## src/rtl/io_timer_irq.sv

```systemverilog
// io_timer_irq -- IO-bus timer/interrupt responder for the J1 core.
//
// Provides a prescaled 16-bit down-counting reload timer, a sticky pending
// flag (PEND) and an interrupt-enable bit (IE). Interrupts are delivered as
// single-cycle pulses, and IE clears itself on delivery so the handler can
// never be re-entered.
//
// Register map (word offsets from BASE; mem_addr[0] is ignored):
//   0 TICKS   R: current count      W: load count, restart prescaler
//   1 COMPARE R/W reload value
//   2 CTRL    bit0 IE (R/W), bit1 TEN (R/W), bit2 PEND (R, write 1 clears)
//   3 reserved, reads 0
//
// Ports:
//   clk          clock
//   resetq       asynchronous active-low reset
//   io_rd/io_wr  one-cycle IO strobes from the core
//   mem_addr     IO address, valid with a strobe
//   io_wdata     write data, valid with io_wr
//   io_rdata     registered read data; 0 unless this block was read
//   irq_inhibit  suppresses interrupt delivery while high
//   interrupt    single-cycle interrupt pulse
//   irq_pending  PEND flag, for status/debug
module io_timer_irq #(
  parameter logic [15:0] BASE     = 16'h0040,
  parameter int          PRESCALE = 1
) (
  input  logic        clk,
  input  logic        resetq,
  input  logic        io_rd,
  input  logic        io_wr,
  input  logic [15:0] mem_addr,
  input  logic [15:0] io_wdata,
  output logic [15:0] io_rdata,
  input  logic        irq_inhibit,
  output logic        interrupt,
  output logic        irq_pending
);

  localparam logic [15:0] PRESCALE_LAST = 16'(PRESCALE - 1);

  logic [15:0] ticks_reg, ticks_next;
  logic [15:0] compare_reg, compare_next;
  logic [15:0] presc_reg, presc_next;
  logic [15:0] rdata_reg, rdata_next;
  logic        ie_reg, ie_next;
  logic        ten_reg, ten_next;
  logic        pend_reg, pend_next;
  logic        interrupt_reg, interrupt_next;

  logic        sel;
  logic [1:0]  offset;
  logic        wr_ticks, wr_compare, wr_ctrl;
  logic        tick, expiry;
  logic        unused_addr_lsb;

  // Byte lane bit is not part of the decode.
  assign unused_addr_lsb = mem_addr[0];

  assign sel        = (mem_addr[15:3] == BASE[15:3]);
  assign offset     = mem_addr[2:1];
  assign wr_ticks   = io_wr & sel & (offset == 2'd0);
  assign wr_compare = io_wr & sel & (offset == 2'd1);
  assign wr_ctrl    = io_wr & sel & (offset == 2'd2);

  assign tick = ten_reg & (presc_reg == PRESCALE_LAST);
  // A TICKS write on a tick replaces the count outright, so it also
  // pre-empts an expiry that the old count would have produced.
  assign expiry = tick & (ticks_reg == 16'd0) & ~wr_ticks;

  always_comb begin
    presc_next     = presc_reg;
    ticks_next     = ticks_reg;
    compare_next   = compare_reg;
    ie_next        = ie_reg;
    ten_next       = ten_reg;
    pend_next      = pend_reg;
    rdata_next     = rdata_reg;
    interrupt_next = 1'b0;

    // Prescaler: free-runs while enabled, restarted by a TICKS load.
    if (!ten_reg || wr_ticks || tick) begin
      presc_next = 16'd0;
    end else begin
      presc_next = presc_reg + 16'd1;
    end

    if (wr_ticks) begin
      ticks_next = io_wdata;
    end else if (tick) begin
      ticks_next = (ticks_reg == 16'd0) ? compare_reg : ticks_reg - 16'd1;
    end

    if (wr_compare) begin
      compare_next = io_wdata;
    end

    // Set beats write-1-to-clear so an expiry is never lost.
    pend_next = expiry | (pend_reg & ~(wr_ctrl & io_wdata[2]));

    // Any strobe blocks delivery, so a CTRL write never collides with the
    // IE self-clear below; !interrupt_reg guarantees one-cycle pulses.
    interrupt_next = ie_reg & pend_reg & ~irq_inhibit & ~io_rd & ~io_wr
                     & ~interrupt_reg;

    if (wr_ctrl) begin
      ie_next  = io_wdata[0];
      ten_next = io_wdata[1];
    end else if (interrupt_next) begin
      ie_next = 1'b0;
    end

    if (io_rd) begin
      rdata_next = 16'd0;
      if (sel) begin
        case (offset)
          2'd0:    rdata_next = ticks_reg;
          2'd1:    rdata_next = compare_reg;
          2'd2:    rdata_next = {13'd0, pend_reg, ten_reg, ie_reg};
          default: rdata_next = 16'd0;
        endcase
      end
    end
  end

  always_ff @(posedge clk or negedge resetq) begin
    if (!resetq) begin
      presc_reg     <= 16'd0;
      ticks_reg     <= 16'd0;
      compare_reg   <= 16'd0;
      ie_reg        <= 1'b0;
      ten_reg       <= 1'b0;
      pend_reg      <= 1'b0;
      rdata_reg     <= 16'd0;
      interrupt_reg <= 1'b0;
    end else begin
      presc_reg     <= presc_next;
      ticks_reg     <= ticks_next;
      compare_reg   <= compare_next;
      ie_reg        <= ie_next;
      ten_reg       <= ten_next;
      pend_reg      <= pend_next;
      rdata_reg     <= rdata_next;
      interrupt_reg <= interrupt_next;
    end
  end

  assign io_rdata    = rdata_reg;
  assign interrupt   = interrupt_reg;
  assign irq_pending = pend_reg;

endmodule

```

## config.mk

```make
export PLATFORM = sky130hd
export DESIGN_NAME = io_timer_irq
export DESIGN_NICKNAME = d
export VERILOG_FILES = /design/src/rtl/io_timer_irq.sv
export SDC_FILE = /design/constraint.sdc
export NUM_CORES = 1
export LEC_CHECK = 0
export BUFFER_PORTS_ARGS = -buffer_cell sky130_fd_sc_hd__buf_4
export CORE_UTILIZATION = 40
export DETAILED_ROUTE_END_ITERATION = 7
export GPL_TIMING_DRIVEN = 0
export SLEW_MARGIN = 20
export SYNTH_ARGS = -nofsm -noshare
export SYNTH_HDL_FRONTEND = slang
export SYNTH_SLANG_ARGS = --single-unit
```

## constraint.sdc

```tcl
create_clock -name clk -period 2.5 [get_ports clk]
set_input_delay 0 -clock clk [delete_from_list [all_inputs] [get_ports clk]]
set_output_delay 0 -clock clk [all_outputs]
set_load 0.1 [all_outputs]
```

==> insert_results.sql <==
INSERT INTO impl_metrics (metric_group, metric, value, unit) VALUES
('yosys', 'synth.area.top_cells', 'sky130_fd_sc_hd__dfrtp_1 (45%), sky130_fd_sc_hd__mux2i_1 (4.3%), sky130_fd_sc_hd__mux2_4 (4.0%), sky130_fd_sc_hd__nor2_1 (3.9%), sky130_fd_sc_hd__nand2_1 (3.1%)', ''),
('cells_and_area', 'final_net_count', '490', ''),
('grt', 'globalRouteTotalUtil', '0.2027', ''),
('detailed_routing', 'detailedRoute.firstPassIterationCount', '4', ''),
('worst_setup_path', 'r2r.worst_path.cells', '8', ''),
('yosys', 'share_of_async_settable_or_async_resettable_flops_after_synthesis', '1.000', ''),
('yosys', 'synth_seq_area_share', '0.4523', ''),
('sta', 'timing.final.setup_violations', '0', ''),
('worst_setup_path', 'setup.reg_to_reg.worst_slack', '0.40', 'ns'),
('yosys', 'yosys.area.top_type_share', '0.4523', ''),
('clocking', 'cts_root_buffer', 'sky130_fd_sc_hd__clkbuf_8', ''),
('detailed_routing', 'detail_route.vias_per_cell', '5.393', ''),
('clocking', 'cts.htree.levels', '3', ''),
('cells_and_area', 'fin_cells', '565', ''),
('yosys', 'syn_inst', '368', ''),
('worst_hold_path', 'timing.hold.worst_endpoint', 'interrupt$_DFF_PN0_', ''),
('sta', 'final-hold-violation-count', '0', ''),
('status', 'status', 'finished clean', ''),
('yosys', 'synth_edf_count', '0', ''),
('worst_setup_path', 'timing.critical_path.required', '2.71', 'ns'),
('yosys', 'synthMostInstantiatedCell', 'sky130_fd_sc_hd__dfrtp_1', ''),
('clocking', 'number_of_clock_buffers_inserted_by_tritoncts', '9', ''),
('cells_and_area', 'final_core_utilization', '0.5068', ''),
('grt', 'grt_start_max_net_pins', '69', ''),
('sta', 'max_slew.worst_pin.slew', '0.8838', 'ns'),
('worst_setup_path', 'worstSetupEndpointType', 'register', ''),
('yosys', 'synth_warnings', '0', ''),
('sta', 'fin_hold_ws', '0.02197', 'ns'),
('clocking', 'cts_sinks', '68', ''),
('worst_setup_path', 'startpoint_types', 'register', ''),
('clocking', 'worstSkewPairLatency', '0.35', 'ns'),
('grt', 'grt_remaining_overflow', '0', ''),
('floorplan', 'start_util', '0.4091', ''),
('flow_run', 'cap_viol_max_count', '0', ''),
('sta', 'finalCritPeriodShare', '0.8420', ''),
('clocking', 'cts_setup_buffers', '0', ''),
('yosys', 'ys.flop_type', 'sky130_fd_sc_hd__dfrtp_1', ''),
('worst_hold_path', 'holdPathStages', '3', ''),
('grt', 'via_count_of_the_first_global_routing_pass', '3138', ''),
('detailed_routing', 'finalWirelength', '9116', 'um'),
('detailed_routing', 'via_count', '3047', ''),
('worst_hold_path', 'worst_hold_path_type', 'input pin to register', ''),
('floorplan', 'io_pins', '55', ''),
('floorplan', 'die_ar', '9798', 'um2'),
('floorplan', 'die_w', '98.99', 'um'),
('cells_and_area', 'post_route_cells_drive_above_1_share', '0.2489', ''),
('worst_setup_path', 'crit-reg2reg-capture', 'ticks_reg[7]$_DFFE_PN0P_', ''),
('sta', 'timing.setup.tns', '0', 'ns'),
('worst_setup_path', 'crit_fanout', '10', ''),
('sta', 'slew_hr', '0.4108', ''),
('yosys', 'ys_types', '62', ''),
('yosys', 'post_synthesis_cell_type_with_the_largest_combined_area', 'sky130_fd_sc_hd__dfrtp_1', ''),
('cells_and_area', 'syn_to_final_growth', '23.88', '%'),
('clocking', 'clockBufferDepth', '2', ''),
('place', 'place.detailed.instances', '531', ''),
('worst_hold_path', 'holdCritStartpoint', 'io_rd', ''),
('yosys', 'cell_area_synth', '3762', 'um2'),
('sta', 'rsz_0062_raised_after_global_routing', 'no', ''),
('cells_and_area', 'antenna_fix_cells', '0', ''),
('grt', 'global_route_wire_length_before_repair', '15480', 'um'),
('detailed_routing', 'postRouteAntennaNets', '0', ''),
('sta', 'layout_min_cycle_time', '2.105', 'ns'),
('clocking', 'clk_pin_slew_worst_setup_hold_paths', '0.08', 'ns'),
('worst_setup_path', 'cp_data_arrival_time', '2.32', 'ns'),
('detailed_routing', 'drc', '0', ''),
('yosys', 'top_cells_by_count_synth', 'sky130_fd_sc_hd__dfrtp_1 (68), sky130_fd_sc_hd__nor2_1 (39), sky130_fd_sc_hd__nand2_1 (31)', ''),
('cells_and_area', 'fillerInstances', '874', ''),
('clocking', 'cts_tree', 'done', ''),
('grt', 'initial_antenna_violation_count', '0', ''),
('sta', 'clock_skew', '0.01019', 'ns'),
('pwr', 'power_density', '453.2', 'nW/um2');
[through the flow]
| stage | setup slack, ns | cell area [um2] |
|---|---|---|
| 5_1_grt | 0.1467 | 4661 |
| 6_report | 0.3951 | 4661 |
| 3_5_place_dp | 0.2710 | 4292 |
| 4_1_cts | 0.2441 | 4656 |
| 2_1_floorplan | 0.6643 | 3762 |
| 3_3_place_gp | 0.2734 | 4292 |
[worst max-delay path by stage]
stage | slack [ns] | end | cells past startpoint
after floorplan | 0.66 | ticks_reg[7]$_DFFE_PN0P_ | 8
after global placement | 0.27 | ticks_reg[7]$_DFFE_PN0P_ | 8
after detailed placement | 0.27 | ticks_reg[7]$_DFFE_PN0P_ | 8
after CTS | 0.24 | ticks_reg[7]$_DFFE_PN0P_ | 8
after global routing | 0.15 | ticks_reg[0]$_DFFE_PN0P_ | 8
final | 0.40 | ticks_reg[7]$_DFFE_PN0P_ | 8
[cell type report]
class	count	area, um2	share of cell area
clock buffer	11	131.4	0.02819
inverter	25	93.84	0.02013
clock inverter	5	52.55	0.01128
timing repair buffer	70	570.5	0.1224
multi-input combinational	255	1846	0.3960
tap	111	138.9	0.02980
sequential	68	1702	0.3651
buffer	20	126.4	0.02711
[metal layers]
metal,GRT usage,part of all wire
met2,0.3427,0.50
met5,0,0
met3,0.03333,0.027
met4,0.07118,0.013
met1,0.2629,0.46
[cell usage in the layout (no fill, tap or decap), types with 3 or more instances in the layout]
master	synthesis	layout
sky130_fd_sc_hd__nor3_1	8	8
sky130_fd_sc_hd__o22ai_1	16	16
sky130_fd_sc_hd__nand4_1	6	6
sky130_fd_sc_hd__nor2_1	39	39
sky130_fd_sc_hd__and4_1	5	5
sky130_fd_sc_hd__dlygate4sd3_1	0	18
sky130_fd_sc_hd__nor4_1	3	3
sky130_fd_sc_hd__clkinv_2	0	3
sky130_fd_sc_hd__clkbuf_8	0	9
sky130_fd_sc_hd__clkbuf_1	11	13
sky130_fd_sc_hd__ha_1	4	4
sky130_fd_sc_hd__a21oi_1	8	8
sky130_fd_sc_hd__o21ai_0	14	14
sky130_fd_sc_hd__nor4_2	3	3
sky130_fd_sc_hd__buf_2	4	4
sky130_fd_sc_hd__o211ai_1	3	3
sky130_fd_sc_hd__inv_1	25	25
sky130_fd_sc_hd__mux2i_1	16	16
sky130_fd_sc_hd__mux2_4	10	10
sky130_fd_sc_hd__nor4b_2	3	3
sky130_fd_sc_hd__a2bb2oi_1	6	6
sky130_fd_sc_hd__nand2b_1	3	3
sky130_fd_sc_hd__xnor2_1	5	5
sky130_fd_sc_hd__o41ai_1	4	4
sky130_fd_sc_hd__buf_4	1	53
sky130_fd_sc_hd__a31oi_1	3	3
sky130_fd_sc_hd__and2_1	3	3
sky130_fd_sc_hd__nand3_1	8	8
sky130_fd_sc_hd__dfrtp_1	68	68
sky130_fd_sc_hd__mux2_2	7	7
sky130_fd_sc_hd__xor2_1	10	10
sky130_fd_sc_hd__nand2_1	31	31
[timing repair]
action,4_1_cts,5_1_grt
hold endpoints to repair,103,0
endpoints found under the setup margin,0,1
resized for setup,0,1
hold buffers,18,0
[critical path: stages, from the launching register on]
cell and delay, ns:
sky130_fd_sc_hd__dfrtp_1 0.44, sky130_fd_sc_hd__inv_1 0.11, sky130_fd_sc_hd__ha_1 0.19, sky130_fd_sc_hd__nor3b_2 0.26, sky130_fd_sc_hd__nand4_2 0.29, sky130_fd_sc_hd__buf_2 0.31
sky130_fd_sc_hd__o22ai_1 0.17, sky130_fd_sc_hd__o2bb2ai_1 0.12, sky130_fd_sc_hd__o21ai_0 0.08
[power breakdown]
part           switching [W]  leakage [nW]  total, W  internal, W
Clock               0.000422        0.0931  0.000878     0.000456
Combinational      0.0000622          1.02  0.000131    0.0000692
Sequential        0.00000239         0.904   0.00110      0.00110
Total               0.000486          2.01   0.00211      0.00163
[cells by family after synthesis]
group           after synthesis  share of synthesized area
xor+xnor                     15                    0.03492
flops                        68                     0.4523
simple gates                134                     0.2089
buf+inv                      45                    0.05853
fa+ha+maj                     4                    0.01330
mux                          33                     0.1034
compound gates               69                     0.1287
(Power assumes the default switching activity.)
